[config.mk]
export PLATFORM = sky130hd
export DESIGN_NAME = cpu_clk_sched
export DESIGN_NICKNAME = d
export VERILOG_FILES = /design/src/rtl/cpu_clk_sched.sv
export SDC_FILE = /design/constraint.sdc
export NUM_CORES = 1
export LEC_CHECK = 0
export CORE_MARGIN = 2
export CORE_UTILIZATION = 58
export CTS_CLUSTER_DIAMETER = 60
export DETAILED_ROUTE_END_ITERATION = 8
export HOLD_SLACK_MARGIN = 0.1
export PLACE_DENSITY = 0.89
export SLEW_MARGIN = 20
export SYNTH_ARGS = -nofsm -noshare
export SYNTH_HDL_FRONTEND = slang
export SYNTH_SLANG_ARGS = --single-unit
export TNS_END_PERCENT = 50
[constraint.sdc]
create_clock -name clk -period 3 [get_ports clk]
set_input_delay 0.6 -clock clk [delete_from_list [all_inputs] [get_ports clk]]
set_output_delay 0.6 -clock clk [all_outputs]
set_load 0.05 [all_outputs]
[src/rtl/cpu_clk_sched.sv]
// cpu_clk_sched: clock-enable scheduler for the single-cycle CPU.
// Issues one-cycle cpu_ce pulses in free-run (four rates) or debounced
// single-step, honours CPU halt requests and counts issued CPU cycles.
//
// state  | meaning
// S_HALT | no pulses; waits for run switch (unlocked) or a step press
// S_RUN  | free-run, pulse every DIV[sel_s]+1 cycles
// S_STEP | single cycle in which the step pulse is high
module cpu_clk_sched #(
  parameter int DIV0       = 0,
  parameter int DIV1       = 99,
  parameter int DIV2       = 99_999,
  parameter int DIV3       = 49_999_999,
  parameter int DEB_CYCLES = 1_000_000
) (
  input  logic        clk,
  input  logic        rst_n,
  input  logic        run_sw,
  input  logic        step_btn,
  input  logic [1:0]  speed_sel,
  input  logic        halt_req,
  output logic        cpu_ce,
  output logic [1:0]  mode,
  output logic [31:0] cycle_cnt
);

  localparam int MAX01 = (DIV0 > DIV1) ? DIV0 : DIV1;
  localparam int MAX23 = (DIV2 > DIV3) ? DIV2 : DIV3;
  localparam int MAXD  = (MAX01 > MAX23) ? MAX01 : MAX23;
  localparam int TW    = (MAXD > 0) ? $clog2(MAXD + 1) : 1;
  localparam int DW    = (DEB_CYCLES > 1) ? $clog2(DEB_CYCLES + 1) : 1;

  typedef enum logic [1:0] {
    S_HALT = 2'b00,
    S_RUN  = 2'b01,
    S_STEP = 2'b10
  } state_t;

  state_t          state, state_nx;
  logic            run_meta, run_s;
  logic            btn_meta, btn_s;
  logic [1:0]      sel_meta, sel_s;
  logic            btn_d;
  logic [DW-1:0]   deb_cnt;
  logic            step_evt;
  logic            halt_lock;
  logic [TW-1:0]   tick, tick_nx;
  logic [TW-1:0]   limit;
  logic            ce_nx;

  // two-flop synchronisers for the asynchronous board inputs
  always_ff @(posedge clk) begin
    if (!rst_n) begin
      run_meta <= 1'b0;
      run_s    <= 1'b0;
      btn_meta <= 1'b0;
      btn_s    <= 1'b0;
      sel_meta <= 2'b00;
      sel_s    <= 2'b00;
    end else begin
      run_meta <= run_sw;
      run_s    <= run_meta;
      btn_meta <= step_btn;
      btn_s    <= btn_meta;
      sel_meta <= speed_sel;
      sel_s    <= sel_meta;
    end
  end

  // debounce: flip btn_d after DEB_CYCLES consecutive differing samples
  always_ff @(posedge clk) begin
    if (!rst_n) begin
      btn_d    <= 1'b0;
      deb_cnt  <= '0;
      step_evt <= 1'b0;
    end else begin
      step_evt <= 1'b0;
      if (btn_s == btn_d) begin
        deb_cnt <= '0;
      end else if (deb_cnt == DW'(DEB_CYCLES - 1)) begin
        deb_cnt  <= '0;
        btn_d    <= btn_s;
        step_evt <= btn_s;
      end else begin
        deb_cnt <= deb_cnt + DW'(1);
      end
    end
  end

  // halt lock: a CPU halt sticks until the run switch has been turned off
  always_ff @(posedge clk) begin
    if (!rst_n) begin
      halt_lock <= 1'b0;
    end else if (halt_req) begin
      halt_lock <= 1'b1;
    end else if (!run_s) begin
      halt_lock <= 1'b0;
    end
  end

  // period limit for the currently synchronised speed select
  always_comb begin
    limit = TW'(DIV0);
    case (sel_s)
      2'd0: limit = TW'(DIV0);
      2'd1: limit = TW'(DIV1);
      2'd2: limit = TW'(DIV2);
      2'd3: limit = TW'(DIV3);
      default: limit = TW'(DIV0);
    endcase
  end

  // next-state, next pulse and tick update
  always_comb begin
    state_nx = state;
    ce_nx    = 1'b0;
    tick_nx  = tick;
    case (state)
      S_HALT: begin
        if (run_s && !halt_lock) begin
          state_nx = S_RUN;
          tick_nx  = '0;
        end else if (step_evt) begin
          state_nx = S_STEP;
          ce_nx    = 1'b1;
        end
      end
      S_RUN: begin
        if (halt_req || !run_s) begin
          state_nx = S_HALT;
        end else if (tick >= limit) begin
          ce_nx   = 1'b1;
          tick_nx = '0;
        end else begin
          tick_nx = tick + TW'(1);
        end
      end
      S_STEP: state_nx = S_HALT;
      default: state_nx = S_HALT;
    endcase
  end

  // state, pulse, tick and issued-cycle counter registers
  always_ff @(posedge clk) begin
    if (!rst_n) begin
      state     <= S_HALT;
      cpu_ce    <= 1'b0;
      tick      <= '0;
      cycle_cnt <= '0;
    end else begin
      state  <= state_nx;
      cpu_ce <= ce_nx;
      tick   <= tick_nx;
      if (cpu_ce) begin
        cycle_cnt <= cycle_cnt + 32'd1;
      end
    end
  end

  assign mode = state;

endmodule

==> results of run 1 <==
layer usage:
layer,GRT usage (%),part of all wire (%),up-vias
met4,12.50,2.9,0
li1,-,-,2007
met2,44.06,48,165
met1,32.94,43,1969
met3,4.271,5.3,31
met5,0,0,-
critical path: cells and delay by family (launching register included):
family | cells | cell delay, ns
AND/OR/NAND/NOR | 2 | 0.31
flip-flops | 1 | 0.39
buffers and inverters | 1 | 0.18
AO/OA/AOI/OAI | 5 | 1.64
adder cells (fa/ha/maj) | 1 | 0.17
Yosys cell counts, types with 6 or more instances:
cell	n
inv_1	13
nor3_1	9
nor4_1	6
xnor2_1	17
and3_1	10
buf_2	6
xor2_1	31
a31oi_1	23
nand4_1	25
dfxtp_1	92
nor2_1	65
clkbuf_1	10
o211ai_1	7
a21oi_1	16
nand3b_1	7
and4_1	8
ha_1	25
nand3_1	41
and2_1	15
nand2_1	46
o21ai_1	7
logic make-up after synthesis:
kind of cell | Yosys count
compound gates | 72
xor+xnor | 48
fa+ha+maj | 25
buf+inv | 35
flops | 92
mux | 5
simple gates | 257
worst max-delay path by stage:
stage	startpoint	endpoint	slack, ns	depth (start not counted)
after floorplan	sel_s[1]	tick[19]	0.68	9
after global placement	sel_s[1]	cpu_ce	0.09	9
after detailed placement	sel_s[1]	cpu_ce	-0.02	10
after CTS	sel_s[1]	cpu_ce	0.25	10
after global routing	sel_s[1]	tick[18]	0.05	9
final	sel_s[1]	tick[17]	0.23	9
what timing repair did:
action / 4_1_cts / 5_1_grt
setup buffers: 0 / 3
endpoints found under the setup margin: 2 / 1
resized for setup: 0 / 0
gates cloned: 1 / 0
hold endpoints to repair: 0 / 0
sequential cells by signal, summed over array words and instances (netlist names):
| signal | cells |
|---|---|
| run_s | 1 |
| cycle_cnt | 32 |
| halt_lock | 1 |
| btn_s | 1 |
| sel_s | 2 |
| deb_cnt | 20 |
| btn_meta | 1 |
| run_meta | 1 |
| cpu_ce | 1 |
| sel_meta | 2 |
| tick | 26 |
| btn_d | 1 |
| mode | 2 |
| step_evt | 1 |
power by group:
part	internal [mW]	switching (mW)
combinational	0.0423	0.0686
clock	0.563	0.456
sequential	1.23	0.00406
area by class of cell:
type	instances	share of cell area, %
Multi-Input combinational cell	408	48.84
Inverter	14	0.9666
Timing Repair Buffer	55	9.482
Tap cell	102	2.348
Sequential cell	92	33.88
Clock buffer	10	2.348
Clock inverter	6	2.140
metrics by stage:
| stage | cell area (um2) | total power, mW | worst slack (ns) | TNS [ns] |
|---|---|---|---|---|
| 3_5_place_dp | 5155 | 1.354 | -0.02162 | -0.02162 |
| 2_1_floorplan | 4647 | 1.335 | 0.6837 | 0 |
| 4_1_cts | 5414 | 2.356 | 0.2508 | 0 |
| 5_1_grt | 5436 | 2.416 | 0.04821 | 0 |
| 3_3_place_gp | 5155 | 1.350 | 0.08654 | 0 |
| 6_report | 5436 | 2.360 | 0.2324 | 0 |
==> results.md, run 1 <==
* Status: completed
* Final Routed Wirelength at 11.12 mm
* Chip Width at between 90 and 100 um
* Fin. max-slew vios at 0
* Num CTS Buffers at 9
* PwrDens at roughly 430 nW/um2
* Wire per inst at about 16 um
* Input/output buffers at 41
* Synth top area share at between 30% and 40%
* Crit-path slowest cell: a221oi_2
* Mux share of post-synthesis cell area at ~1.1%
* Core Area at ~7700 um2
* Max cap viols at 0
* Placed Instances at ~670
* Min Hold Slack at 0.4481 ns
* Flop2flop setup slack at 0.23 ns
* Largest net degree at the start of global routing at 39
* Rel. slew slack at 28.28%
* Routability Congestion at about 0.94
* Largest area contributor in the netlist: dfxtp_1
* Worst vdd rail ir drop at 0.2976 mV
* Sink Count at 92
* Initial Utilization at approximately three fifths
* Drt drc at 0
* Nets at about 600
* FF-to-FF path depth at 9
* Commonest non-fill, non-tap cell in the layout: dfxtp_1
* # IOs at 42
* Die Y at between 90 and 100 um
* Crit path launch type: register
* Sequential Area at roughly 1800 um2
* Cts hold-fix bufs at 0
* H-tree Lvls at 3
* Average vias per placed instance at about 6.1
* Leakage power at between 2 and 2.5 nW
* Avg Cell Area, Syn at a little under 9 um2
* Worst-skew pair later-pin latency at between 0.3 and 0.4 ns
* Number of synthesized flops with an enable pin at 0
* Final setup fails at 0
* DR iter-0 viols at 316
* Synth area leaders: dfxtp_1 40%, ha_1 6.7%, xor2_1 5.8%
* Reg-to-Reg Start: sel_s[1]
* Final HPWL DP at ~7.5 mm
* Netlist cell types at 51
* Critical Path RT at approximately 3.3 ns
* CP Cell Sequence: nand2_1 > buf_4 > ha_1 > a211o_1 > a21oi_1 > o21ai_2 > a221oi_2 > nand3_1 > o211ai_1
* Most frequent cells in the layout: 92 x dfxtp_1, 65 x nor2_1, 46 x nand2_1
* Adder-Cell Fraction of Synth Area at 6.731%
* Layout area overhead at 16.99%
* Hold depth at 1
* CP Data Arrival Time at about 3.1 ns
* Post-route ant nets at 0
* Final cell count without fillers at approximately 690
* Die area at 8744 um2
* CP max FO at 15
* Min-delay src: run_meta
* Syn. warnings at 0
* Largest family of logic cells by synthesized area: simple AND/OR/NAND/NOR gates
* First-pass GRT wire length at between 15 and 20 mm
* Hold endpoint: run_s
* Post-synthesis compound-gate area fraction at approximately a tenth
* Diodes inserted at 0
* Clk pin slew, worst setup/hold paths at 0.10 ns
* Row Count at 32
* Post-Route Skew at between 0.01 and 0.015 ns
* Max clock buf depth at 2
* Sequential area share after synthesis at between 30% and 40%
* Gate count of the mapped netlist at roughly 530
* GRT overflow at 0
* Post-synth ARST share at 0%
* Util after Layout at 70.35%
* Max incr delay on CP at 0.81 ns
* Detailed-route via count at 4172
* Min-delay worst type: reg2reg
* Ys flop type: dfxtp_1
* Post-Synth Simple-Gate Area at between 20% and 30%
* Period utilisation layout at around 90%
* Initial antenna violation count at 0
* Critical R2R Capture: tick[17]
* Initial DRT Pass Iterations at 5
* Total GRT Usage at 26.30%
* Worst-margin pin slew at approximately 1.1 ns
* Tmin final at roughly 2.8 ns
* #FFs+latches synth at 92
* Clk root buf: clkbuf_8
* Achievable frequency at between 0.3 and 0.4 GHz
* Syn Nets at approximately 570
* Footprint of the multi-input gates at roughly 2700 um2
* Post-synthesis cell area at between 4000 and 5000 um2
* CTS tree: yes
* # fillers at 533
* Vias in the first global route at about 3.9k
* RSZ-0062 raised after global routing: false
* Crit. End Element: register
* XOR/XNOR Fraction of Synth Area at a little under a tenth
* Critical path type: reg2reg
* Layout cell share with drive strength beyond 1 at 7.350%
* Fin. Hold Viols at 0
Note: power is estimated with default switching activity, not from simulation.
==> run 2, diff against run 1 <==
--- a/config.mk
+++ b/config.mk
@@ -9,6 +9,7 @@
 export CORE_UTILIZATION = 58
 export CTS_CLUSTER_DIAMETER = 60
 export DETAILED_ROUTE_END_ITERATION = 8
+export GPL_ROUTABILITY_DRIVEN = 1
 export HOLD_SLACK_MARGIN = 0.1
 export PLACE_DENSITY = 0.89
 export SLEW_MARGIN = 20
==> results of run 2 <==
Final layout, timing and power as in run 1 (identical DEF).
==> run 3, diff against run 2 <==
--- a/config.mk
+++ b/config.mk
@@ -11,7 +11,7 @@
 export DETAILED_ROUTE_END_ITERATION = 8
 export GPL_ROUTABILITY_DRIVEN = 1
 export HOLD_SLACK_MARGIN = 0.1
-export PLACE_DENSITY = 0.89
+export PLACE_DENSITY = 0.88
 export SLEW_MARGIN = 20
 export SYNTH_ARGS = -nofsm -noshare
 export SYNTH_HDL_FRONTEND = slang
==> run 3 against run 2 <==
Critical path depth unchanged. Final cell count down 1.6%. Combinational power shrank 6%. Sequential share of layout area is 0.60 points higher. Flip-flop and latch count unchanged. First-iteration DRC count shrank 43%. Die area unchanged. Via count down 3.0%. Highest routed layer unchanged. Maximum frequency is 3.8% higher. Clock power shrank 9%. Clock-buffer cell count decreased by 1. Worst hold slack lost 0.0058 ns.
==> results.md, run 3 (synthesis results as in run 1) <==
* Status: completed (unchanged)
* H-tree Lvls at 3 (unchanged)
* Detailed-route via count at 4047 (was 4172)
* Max incr delay on CP at 0.56 ns (was 0.81 ns)
* Max cap viols at 0 (unchanged)
* Rel. slew slack at 41.19% (was 28.28%)
* Initial Utilization at 60.14% (unchanged)
* Clk pin slew, worst setup/hold paths at 0.09 ns (was 0.10 ns)
* Worst-margin pin slew at 0.8741 ns (was 1.076 ns)
* Routability Congestion at 0.8415 (was 0.9408)
* Worst vdd rail ir drop at 0.3221 mV (was 0.2976 mV)
* Crit. End Element: register (unchanged)
* Hold endpoint: run_s (unchanged)
* Fin. max-slew vios at 0 (unchanged)
* # IOs at 42 (unchanged)
* Final Routed Wirelength at 10.72 mm (was 11.12 mm)
* Largest reg by FF count: cycle_cnt (unchanged)
* Row Count at 32 (unchanged)
* Min-delay worst type: reg2reg (unchanged)
* Diodes inserted at 0 (unchanged)
* Wire per inst at 15.86 um (was 16.19 um)
* Commonest non-fill, non-tap cell in the layout: dfxtp_1 (unchanged)
* GRT overflow at 0 (unchanged)
* Hold depth at 1 (unchanged)
* Final HPWL DP at 7.303 mm (was 7.520 mm)
* Layout area overhead at 14.97% (was 16.99%)
* RSZ-0062 raised after global routing: false (unchanged)
* Average vias per placed instance at 5.987 (was 6.073)
* Crit-path slowest cell: or4_4 (was a221oi_2)
* Drt drc at 0 (unchanged)
* Critical path type: reg2reg (unchanged)
* Post-Route Skew at 0.01132 ns (was 0.01334 ns)
* CTS tree: yes (unchanged)
* PwrDens at 422.9 nW/um2 (was 434.1 nW/um2)
* Layout cell share with drive strength beyond 1 at 5.749% (was 7.350%)
* Fin area at 5343 um2 (was 5436 um2)
* Worst-skew pair later-pin latency at 0.37 ns (about the same)
* Leakage power at 1.964 nW (was 2.019 nW)
* First-pass GRT wire length at 18.15 mm (was 18.39 mm)
* Sink Count at 92 (unchanged)
* CP Data Arrival Time at 2.91 ns (was 3.05 ns)
* Critical R2R Capture: tick[2] (was tick[17])
* Final total negative setup slack at 0 ns (unchanged)
* Fin. Hold Viols at 0 (unchanged)
* Resize count post-CTS at 0 (unchanged)
* CP Cell Sequence: nand2_1 > ha_1 > nand4b_4 > or4_4 > nor2_2 > a221oi_4 > buf_12 > a31oi_1 > a31oi_1 (was nand2_1 > buf_4 > ha_1 > a211o_1 > a21oi_1 > o21ai_2 > a221oi_2 > nand3_1 > o211ai_1)
* Flop2flop setup slack at 0.33 ns (was 0.23 ns)
* Die Y at 93.51 um (unchanged)
* Final setup fails at 0 (unchanged)
* Total GRT Usage at 25.80% (was 26.30%)
* Input/output buffers at 41 (unchanged)
* Die area at 8744 um2 (unchanged)
* Initial antenna violation count at 0 (unchanged)
* Setup repair bufs after CTS at 0 (unchanged)
* Post-route ant nets at 0 (unchanged)
* Most frequent CP cell: a31oi_1
* Reg-to-Reg Start: sel_s[1] (unchanged)
* Chip Width at 93.51 um (unchanged)
* Vias in the first global route at 3899 (was 3901)
* Core Area at 7727 um2 (unchanged)
* Critical Path RT at 3.24 ns (was 3.29 ns)
* Placed inst area at 5122 um2 (was 5155 um2)
* Crit path launch type: register (unchanged)
* DR iter-0 viols at 181 (was 316)
* Most frequent cells in the layout: 92 x dfxtp_1, 65 x nor2_1, 46 x nand2_1 (unchanged)
* Util after Layout at 69.14% (was 70.35%)
* Largest net degree at the start of global routing at 39 (unchanged)
* Min-delay src: run_meta (unchanged)
* Max reg flops at 32 (unchanged)
* Top Registers: cycle_cnt: 32 flops, tick: 26 flops, deb_cnt: 20 flops (unchanged)
* Max clock buf depth at 2 (unchanged)
* Clk root buf: clkbuf_8 (unchanged)
* CP max FO at 33 (was 15)
* Nets at 602 (was 612)
* Period utilisation layout at 88.84% (was 92.25%)
* Tmin final at 2.665 ns (was 2.768 ns)
* Initial DRT Pass Iterations at 5 (unchanged)
* Achievable frequency at 0.3752 GHz (was 0.3613 GHz)
* Num CTS Buffers at 9 (unchanged)
* Cts hold-fix bufs at 0 (unchanged)
* FF-to-FF path depth at 9 (unchanged)
-- run 3: cell types whose count changed in the layout (fill, tap and decap cells not counted), sizes merged --
cell      change
bufinv        -1
clkinv        +1
inv           -1
a221oi        -1
buf           -9
clkbuf        -1
clkinvlp      +1
-- run 3: critical path, delay by kind of cell, from the launching register on --
family                   cells  cell delay [ns]
buffers and inverters        1             0.20
flip-flops                   1             0.39
AO/OA/AOI/OAI                3             0.36
adder cells (fa/ha/maj)      1             0.46
AND/OR/NAND/NOR              4             1.11
-- run 3: metrics by stage --
step,power (mW),setup slack (ns),instances,hold slack [ns]
6_report,2.260,0.3348,676,0.4424
5_1_grt,2.320,0.1480,676,0.4676
4_1_cts,2.264,0.3567,676,0.4462
3_5_place_dp,1.361,0.3920,661,0.4249
3_3_place_gp,1.356,0.5036,661,0.4258
2_1_floorplan,1.335,0.6837,534,0.4119
-- run 3: routing by layer --
layer	vias up	part of all wire [%]	track usage [%]	routed length, um
met4	0	2.7	13.36	289
met1	1908	44	32.74	4759
met5	-	0	0	0
li1	1981	-	-	-
met3	29	5.7	5.157	607
met2	129	47	41.49	5061
-- run 3: worst max path at each step --
stage | start | end | slack, ns | cells after the start
after floorplan | sel_s[1] | tick[19] | 0.68 | 9
after global placement | sel_s[1] | tick[2] | 0.50 | 9
after detailed placement | sel_s[1] | tick[2] | 0.39 | 9
after CTS | sel_s[1] | tick[2] | 0.36 | 9
after global routing | sel_s[1] | tick[17] | 0.15 | 9
final | sel_s[1] | tick[2] | 0.33 | 9
-- run 3: cell type report --
| class | count | area [um2] |
|---|---|---|
| Inverter | 14 | 52.55 |
| Multi-Input combinational cell | 407 | 2640 |
| Timing Repair Buffer | 46 | 460.4 |
| Fill cell | 539 | 2385 |
| Sequential cell | 92 | 1842 |
| Clock buffer | 9 | 123.9 |
| Tap cell | 102 | 127.6 |
| Clock inverter | 6 | 96.34 |
-- run 3: where the power goes --
group	total [mW]	internal (mW)	switching (mW)
Combinational	0.104	0.0386	0.0651
Sequential	1.23	1.23	0.00439
Clock	0.925	0.475	0.450
Total	2.26	1.74	0.520
